## src/rtl/viterbi_pkg.sv

```systemverilog
// Shared definitions for the 4-state (K=3) Viterbi decoder: the trellis
// state type, the traceback FSM encoding and the predecessor-state helper
// used by both the ACS array and the traceback unit.
package viterbi_pkg;

    localparam int NUM_STATES = 4;
    localparam int STATE_W    = 2;

    // s = {s1, s0}; s1 is the newest input bit.
    typedef logic [STATE_W-1:0] state_t;

    typedef enum logic [1:0] {
        TB_FILL  = 2'd0,
        TB_TRACE = 2'd1,
        TB_EMIT  = 2'd2
    } tb_fsm_t;

    // Predecessor of state s, given the survivor decision bit d of s.
    function automatic state_t pred_state(state_t s, logic d);
        return {s[0], d};
    endfunction

endpackage

```

## src/rtl/viterbi_traceback_survivor_sel.sv

```systemverilog
// survivor_sel: 4:1 combinational select of one survivor decision bit.
// Ports:
//   dec   in  4  decision word, bit s belongs to state s
//   state in  2  state whose decision is wanted
//   sel   out 1  dec[state]
module survivor_sel
    import viterbi_pkg::*;
(
    input  logic [NUM_STATES-1:0] dec,
    input  state_t                state,
    output logic                  sel
);

    assign sel = dec[state];

endmodule

```

## src/rtl/viterbi_traceback.sv

```systemverilog
// viterbi_traceback: block traceback unit for the 4-state Viterbi decoder.
// Collects FRAME_LEN survivor-decision words, traces back from the best
// final state one step per cycle, then streams the decoded bits out in
// forward (time) order.
// Ports:
//   clk, rst_n           clock (rising edge), synchronous active-low reset
//   in_valid/in_ready    decision-word handshake (in_ready high only in FILL)
//   in_dec[3:0]          survivor decision per state
//   in_best[1:0]         best final state, used only on the last beat
//   out_valid/out_ready  decoded-bit handshake
//   out_bit, out_last    decoded bit, last-bit-of-frame marker
//
// Handshakes: a transfer happens on a rising edge where valid && ready are
// both high. valid never depends on ready; once out_valid is high, out_bit
// and out_last hold until the transfer. All outputs decode registered state
// only, so there is no input-to-output combinational path.
module viterbi_traceback
    import viterbi_pkg::*;
#(
    parameter int FRAME_LEN = 16
) (
    input  logic                  clk,
    input  logic                  rst_n,
    input  logic                  in_valid,
    output logic                  in_ready,
    input  logic [NUM_STATES-1:0] in_dec,
    input  state_t                in_best,
    output logic                  out_valid,
    input  logic                  out_ready,
    output logic                  out_bit,
    output logic                  out_last
);

    localparam int CNT_W = (FRAME_LEN > 1) ? $clog2(FRAME_LEN) : 1;
    localparam logic [CNT_W-1:0] LAST_IDX = CNT_W'(FRAME_LEN - 1);
    localparam logic [CNT_W-1:0] ONE      = CNT_W'(1);

    tb_fsm_t state, state_nxt;

    logic [CNT_W-1:0]      wr_idx;
    logic [CNT_W-1:0]      tb_idx;
    logic [CNT_W-1:0]      rd_idx;
    state_t                cur_state;

    logic [NUM_STATES-1:0] dec_mem [FRAME_LEN];
    logic                  bit_mem [FRAME_LEN];

    logic in_beat;
    logic out_xfer;
    logic sel_bit;

    assign in_ready  = (state == TB_FILL);
    assign out_valid = (state == TB_EMIT);
    // Gated so the unreset bit memory never leaks onto out_bit outside EMIT.
    assign out_bit   = out_valid & bit_mem[rd_idx];
    assign out_last  = out_valid && (rd_idx == LAST_IDX);

    assign in_beat  = in_valid && in_ready;
    assign out_xfer = out_valid && out_ready;

    survivor_sel u_sel (
        .dec   (dec_mem[tb_idx]),
        .state (cur_state),
        .sel   (sel_bit)
    );

    // ------------------------------------------------------------------
    // FSM
    // ------------------------------------------------------------------
    always_ff @(posedge clk) begin
        if (!rst_n) state <= TB_FILL;
        else        state <= state_nxt;
    end

    always_comb begin
        state_nxt = state;
        case (state)
            TB_FILL:  if (in_beat && (wr_idx == LAST_IDX)) state_nxt = TB_TRACE;
            TB_TRACE: if (tb_idx == '0)                    state_nxt = TB_EMIT;
            TB_EMIT:  if (out_xfer && out_last)            state_nxt = TB_FILL;
            default:  state_nxt = TB_FILL;
        endcase
    end

    // ------------------------------------------------------------------
    // Counters and traceback state. Each index is reloaded explicitly
    // when its phase ends, so none ever wraps past FRAME_LEN-1.
    // ------------------------------------------------------------------
    always_ff @(posedge clk) begin
        if (!rst_n) begin
            wr_idx    <= '0;
            tb_idx    <= '0;
            rd_idx    <= '0;
            cur_state <= '0;
        end else begin
            case (state)
                TB_FILL: begin
                    if (in_beat) begin
                        if (wr_idx == LAST_IDX) begin
                            wr_idx    <= '0;
                            tb_idx    <= LAST_IDX;
                            cur_state <= in_best;
                        end else begin
                            wr_idx <= wr_idx + ONE;
                        end
                    end
                end
                TB_TRACE: begin
                    cur_state <= pred_state(cur_state, sel_bit);
                    if (tb_idx == '0) rd_idx <= '0;
                    else              tb_idx <= tb_idx - ONE;
                end
                TB_EMIT: begin
                    if (out_xfer) begin
                        if (rd_idx == LAST_IDX) rd_idx <= '0;
                        else                    rd_idx <= rd_idx + ONE;
                    end
                end
                default: ;
            endcase
        end
    end

    // ------------------------------------------------------------------
    // Survivor and decoded-bit memories (not reset).
    // ------------------------------------------------------------------
    always_ff @(posedge clk) begin
        if (rst_n && (state == TB_FILL) && in_beat)
            dec_mem[wr_idx] <= in_dec;
        // The decoded bit at step t is the newest input bit of the state
        // occupied at step t.
        if (rst_n && (state == TB_TRACE))
            bit_mem[tb_idx] <= cur_state[1];
    end

endmodule
```

## config.mk

```make
export PLATFORM = sky130hd
export DESIGN_NAME = viterbi_traceback
export DESIGN_NICKNAME = d
export VERILOG_FILES = /design/src/rtl/viterbi_pkg.sv /design/src/rtl/viterbi_traceback_survivor_sel.sv /design/src/rtl/viterbi_traceback.sv
export SDC_FILE = /design/constraint.sdc
export NUM_CORES = 1
export LEC_CHECK = 0
export CELL_PAD_IN_SITES_DETAIL_PLACEMENT = 1
export CELL_PAD_IN_SITES_GLOBAL_PLACEMENT = 1
export CORE_ASPECT_RATIO = 0.7
export CORE_MARGIN = 8
export CORE_UTILIZATION = 50
export CTS_CLUSTER_DIAMETER = 80
export CTS_CLUSTER_SIZE = 24
export DETAILED_ROUTE_END_ITERATION = 12
export PLACE_DENSITY = 0.81
export SYNTH_ARGS = -nofsm -noshare
export SYNTH_HDL_FRONTEND = slang
export SYNTH_HIERARCHICAL = 1
export SYNTH_SLANG_ARGS = --single-unit
```

## constraint.sdc

```tcl
create_clock -name clk -period 2.6 [get_ports clk]
set_clock_uncertainty 0.05 [all_clocks]
set_input_delay 0.52 -clock clk [delete_from_list [all_inputs] [get_ports clk]]
set_output_delay 0.52 -clock clk [all_outputs]
set_load 0.005 [all_outputs]
```

* Word-level counts from Yosys, hierarchy flattened *
Memories as Yosys holds them, arrays and structs flattened. A register that Yosys moved wholly into a read port is not among the register bits.
Cells that the tools add are included.

operators by class
  add/sub/neg operators = 3
  eq/ne operators = 11
  reduce and logical (&&, ||, !) cells = 17
  muxes and demuxes = 26
  bitwise operators = 1
  $lt $le $gt $ge = 1

operator list
  operator             number
  $mux 4               11
  $pmux 4 s2           2
  $mux 2               5
  $ne 2x1->1 const B   5
  $reduce_and 3->1     3
  $add 4x1->4 const B  2
  $eq 4x4->1 const B   2
  $logic_and 1x1->1    8
  $pmux 2 s3           1
  $mux 1               5
  $logic_not 4->1      1
  $ne 2x2->1 const B   2
  $pmux 2 s2           1
  $reduce_and 4->1     1
  $reduce_bool 2->1    2
  $sub 4x1->4 const B  1
  $lt 2x3->1 const B   1
  $bmux 1 s2           1
  $eq 2x1->1 const B   1
  $eq 2x2->1 const B   1
  $logic_not 2->1      1
  $reduce_and 2->1     1
  $and 1x1->1          1

storage, ports and cells
  input bits = 10
  register bits after elaboration = 16
  output and inout bits = 4
  memories = 2
  RAM bits = 80
  logic and storage cells = 66

memories
  name     words  bits a word  rd ports  clocked after Yosys merged registers in  write ports  RTL line                 RTL
  dec_mem  16     4            1         1                                        1            viterbi_traceback.sv:45  logic [NUM_STATES-1:0] dec_mem [FRAME_LEN];
  bit_mem  16     1            1         1                                        1            viterbi_traceback.sv:46  logic bit_mem [FRAME_LEN];

* Logic depth before layout (Yosys ltp) *
  depth in word-level cells = 6
  mapped depth = 9
  depth with buffers taken out = 7

* By module *
Netlist, hierarchy kept.

modules (own cells, without submodules)
  module             instances  area an instance (um^2)  seq. area each (um^2)  cells an instance
  viterbi_traceback  1          4,324.1                  2,882.8                290
  survivor_sel       1          22.5                     0.0                    1

* Worst setup path before layout *
No wires, ideal clock.

  path kind = reg-to-reg
  start point = reg with a tool-made name
  end point = reg cur_state[0]
  cell stages (with the launch flop) = 10
  path buffers = 2
  clock period less this slack = 2.373 ns
  setup slack = 0.227 ns
  library setup time = 0.116 ns
  data arrival time = 2.207 ns
  cell sequence = dfxtp_1 buf_2 buf_4 mux4_2 a22oi_1 nand2_1 mux4_2 mux2i_1 nand2_1 o211a_1

RTL lines
  what                  RTL line                  RTL
  end signal, assigned  viterbi_traceback.sv:102  cur_state <= in_best;
  end signal, assigned  viterbi_traceback.sv:109  cur_state <= pred_state(cur_state, sel_bit);
  end, declared         viterbi_traceback.sv:43   state_t cur_state;

* Final worst setup path *
  start point = reg rd_idx[0]
  end point = out out_last

between the ends
  cells in the longest elaborated chain, start to end = 2

ends and longest elaborated chain
  what                    RTL line                  RTL
  start, declared         viterbi_traceback.sv:42   logic [CNT_W-1:0] rd_idx;
  start signal, assigned  viterbi_traceback.sv:116  else rd_idx <= rd_idx + ONE;
  $eq 4x4->1              viterbi_traceback.sv:56   assign out_last = out_valid && (rd_idx == LAST_IDX);
  $logic_and 1x1->1       viterbi_traceback.sv:56
  end, declared           viterbi_traceback.sv:31   output logic out_last

Every way passes these cells.

==> qor.csv <==
stage;metric;value;unit
sta;RSZ-0062 raised after global routing;false;
synth;flops & latches, synth;104;
clocking;clock sinks;104;
place;Cell Area, Placed;0.00471;mm2
routing;TritonRoute pass-1 iters;4;
status;status;completed;
worst_setup_path;Critical R2R Capture;cur_state[0];
synth;synthesized area;0.00435;mm2
routing;Final ANT Viol Nets;0;
sta;setup TNS;0;ns
routing;Post-route DRC;0;
sta;actual slew at the worst max-slew pin;0.684;ns
final_layout;Area Growth Syn to Fin;15.1;%
worst_setup_path;path type of the worst setup path;flop to output port;
worst_hold_path;min-delay src;rd_idx[1];
clocking;# Post-CTS Setup Buffers;0;
sta;fin crit share;92.3;%
routing;drt first-iter violations;234;
grt;initial antenna violation count;0;
grt;vias in the first global route;2649;
clocking;H-tree depth;3;
routing;Via Count;2594;
synth;distinct cell type count after synthesis;44;
pwr;Power Density;629;mW/mm2
die;Placeable Area;0.00844;mm2
worst_hold_path;Hold EP;rd_idx[1];
final_layout;number of fill cells in the layout;791;
worst_setup_path;CP max FO;4;
pwr;Leak;1.70;nW
routing;post-DR vias/cell;5.83;
job;Max-Cap Viols;0;
die;die footprint;0.0120;mm2
sta;Final setup viols;0;
place;# port buffers;13;
synth;Yosys warning total;6;
sta;final hold violations;0;
worst_setup_path;CP required;2.03;ns
final_layout;Design Area, Final;0.00500;mm2
synth;sequential area share after synthesis;66.3;%
clocking;Reg clk slew, reported paths;0.07;ns
clocking;CTS tree;built;
worst_setup_path;Data arrival, critical path;1.83;ns
worst_setup_path;Startpoint Class;flop;
worst_hold_path;hold depth;2;
worst_hold_path;min-delay worst type;flop to flop;
routing;detailed-route wire length;10600;um
sta;final hold slack;0.500;ns
final_layout;# diodes;0;
pwr;maximum vdd drop;0.441;mV
place;Detailed Place HPWL;7440;um
place;GP Congestion;0.831;
synth;Mapped Cells;291;
final_layout;Post-layout nets;340;
worst_setup_path;Register-to-Register Setup Slack;0.22;ns
final_layout;layout cell share with drive strength beyond 1;18.2;%
synth;Syn Nets;311;
final_layout;sequential cell area;0.00289;mm2
final_layout;area occupied by multi-input gates;0.00139;mm2
clocking;clock root buffer;clkbuf_16;
sta;Peak Freq;417;MHz
pwr;total power;3.14;mW
clocking;Post-CTS Hold Fix Bufs;0;
sta;Rel. slew slack;54.2;%
sta;min Tclk post-route;2.40;ns
grt;largest net degree at the start of global routing;19;
sta;count of final max-slew check failures;0;
die;Die X;127;um
routing;wire per inst;23.8;um
grt;grt ovf;0;
die;initial core utilization;51.5;%
worst_setup_path;Worst Setup End Kind;output port;
clocking;worst skew pair latency;0.35;ns
die;Top-Level Pins;14;
die;Die Y;94.0;um
grt;GRT Total Usage;19.0;%
clocking;CTS Buffer Depth;2;
worst_setup_path;depth of the most critical reg-to-reg path;8;
die;# rows;28;
clocking;number of CTS-inserted buffers;9;
grt;first-pass GRT wire length;16400;um
synth;Mean Syn Cell Area;14.9;um2
## timing repair
action,CTS,global route
cloned,0,0
setup endpoints to repair,1,1
gates resized for setup,2,4
## how the worst max path moves through the flow
| stage | startpoint | endpoint | slack, ns |
|---|---|---|---|
| finish | rd_idx[0] | out_last | 0.20 |
| CTS | flop | out_bit | 0.009 |
| global placement | in_valid | dec_mem[8][1] | 0.22 |
| floorplan | flop | cur_state[0] | 0.23 |
| global route | rd_idx[0] | out_last | 0.11 |
| detailed placement | in_valid | dec_mem[9][1] | 0.13 |
## synthesized netlist by cell type (all sizes together)
cell     number  area, um2
a211oi        1       7.51
a21boi        5       37.5
a21oi         4       20.0
a22oi         8       60.1
a311oi        1       8.76
a31oi         1       6.26
a32oi         1       27.5
a41oi         1       8.76
and2          4       25.0
and2b         1       7.51
and3          2       12.5
and3b         1       8.76
buf           7       42.5
clkbuf        5       18.8
dfxtp        24        480
edfxtp       80       2400
ha           10        125
inv           5       18.8
mux2i         6       60.1
mux4         19        428
nand2        21       81.3
nand2b        5       31.3
nand3        10       50.1
nand3b        3       22.5
nor2         34        128
nor2b         4       25.0
nor3          9       45.0
nor3b         3       27.5
o2111a        1       11.3
o2111ai       1       8.76
o211a         4       40.0
o211ai        1       7.51
o21a          1       7.51
o21ai         3       15.0
or4           3       22.5
xnor2         1       8.76
xor2          1       8.76
## layer usage
metal	up-vias	track usage (%)	wire length, um
met1	1329	25.4	4920
met5	-	0	0
met4	0	5.62	97
met2	86	28.8	4860
li1	1171	-	-
met3	8	6.41	703
## cell usage in the layout, fill, tap and decap left out, types with 2 or more instances in the layout
master | Yosys | routed
a21boi_0 | 3 | 3
a21boi_1 | 2 | 2
a21oi_1 | 4 | 4
a22oi_1 | 8 | 8
and2_1 | 4 | 4
and3_1 | 2 | 2
buf_4 | 1 | 16
clkbuf_16 | 0 | 9
clkdlybuf4s50_1 | 0 | 12
clkinv_4 | 0 | 2
dfxtp_1 | 24 | 23
edfxtp_1 | 80 | 80
ha_1 | 10 | 10
inv_1 | 4 | 4
mux2i_1 | 6 | 6
mux4_2 | 19 | 19
nand2_1 | 20 | 20
nand2b_1 | 5 | 4
nand3_1 | 10 | 10
nand3b_1 | 3 | 3
nor2_1 | 34 | 33
nor2b_1 | 4 | 4
nor3_1 | 9 | 9
nor3b_1 | 2 | 2
o211a_1 | 4 | 4
o21ai_0 | 3 | 3
or4_1 | 3 | 3
## kinds of logic after synthesis
group           Yosys count  synth area share (%)
xor+xnor                  2                 0.403
compound gates           33                  6.13
buf+inv                  17                  1.84
flops                   104                  66.3
fa+ha+maj                10                  2.88
mux                      25                  11.2
simple gates            100                  11.2
## worst max-delay path, stage by stage, from the launching register on
cell and delay, ns:
dfxtp_1 0.38, ha_1 0.20, and3_1 0.25, and2_1 0.15, clkdlybuf4s50_1 0.50
## area by class of cell
class	instances	area share [%]
Tap cell	120	3.00
Timing Repair Buffer	30	5.45
Clock buffer	9	4.50
Sequential cell	104	57.7
Inverter	5	0.375
Multi-Input combinational cell	170	27.9
Clock inverter	7	1.10
## sequential cells by signal, summed over array words and instances (netlist names), named ones only
register   cells
rd_idx         4
tb_idx         4
wr_idx         4
dec_mem       64
state          2
cur_state      2
bit_mem       16
## metrics by stage
step                cells  setup slack (ns)  utilization (%)
floorplan             291             0.227                -
global placement      429             0.218             55.7
detailed placement    429             0.134             55.7
CTS                   445           0.00907             59.1
global route          445             0.112             59.2
finish                445             0.201             59.2
## power breakdown
group,internal (mW),switching (mW),leakage [nW]
Clock,0.658,0.614,0.134
Combinational,0.0318,0.0467,0.614
Sequential,1.79,0.00535,0.957
Note: power is estimated with default switching activity, not from simulation.
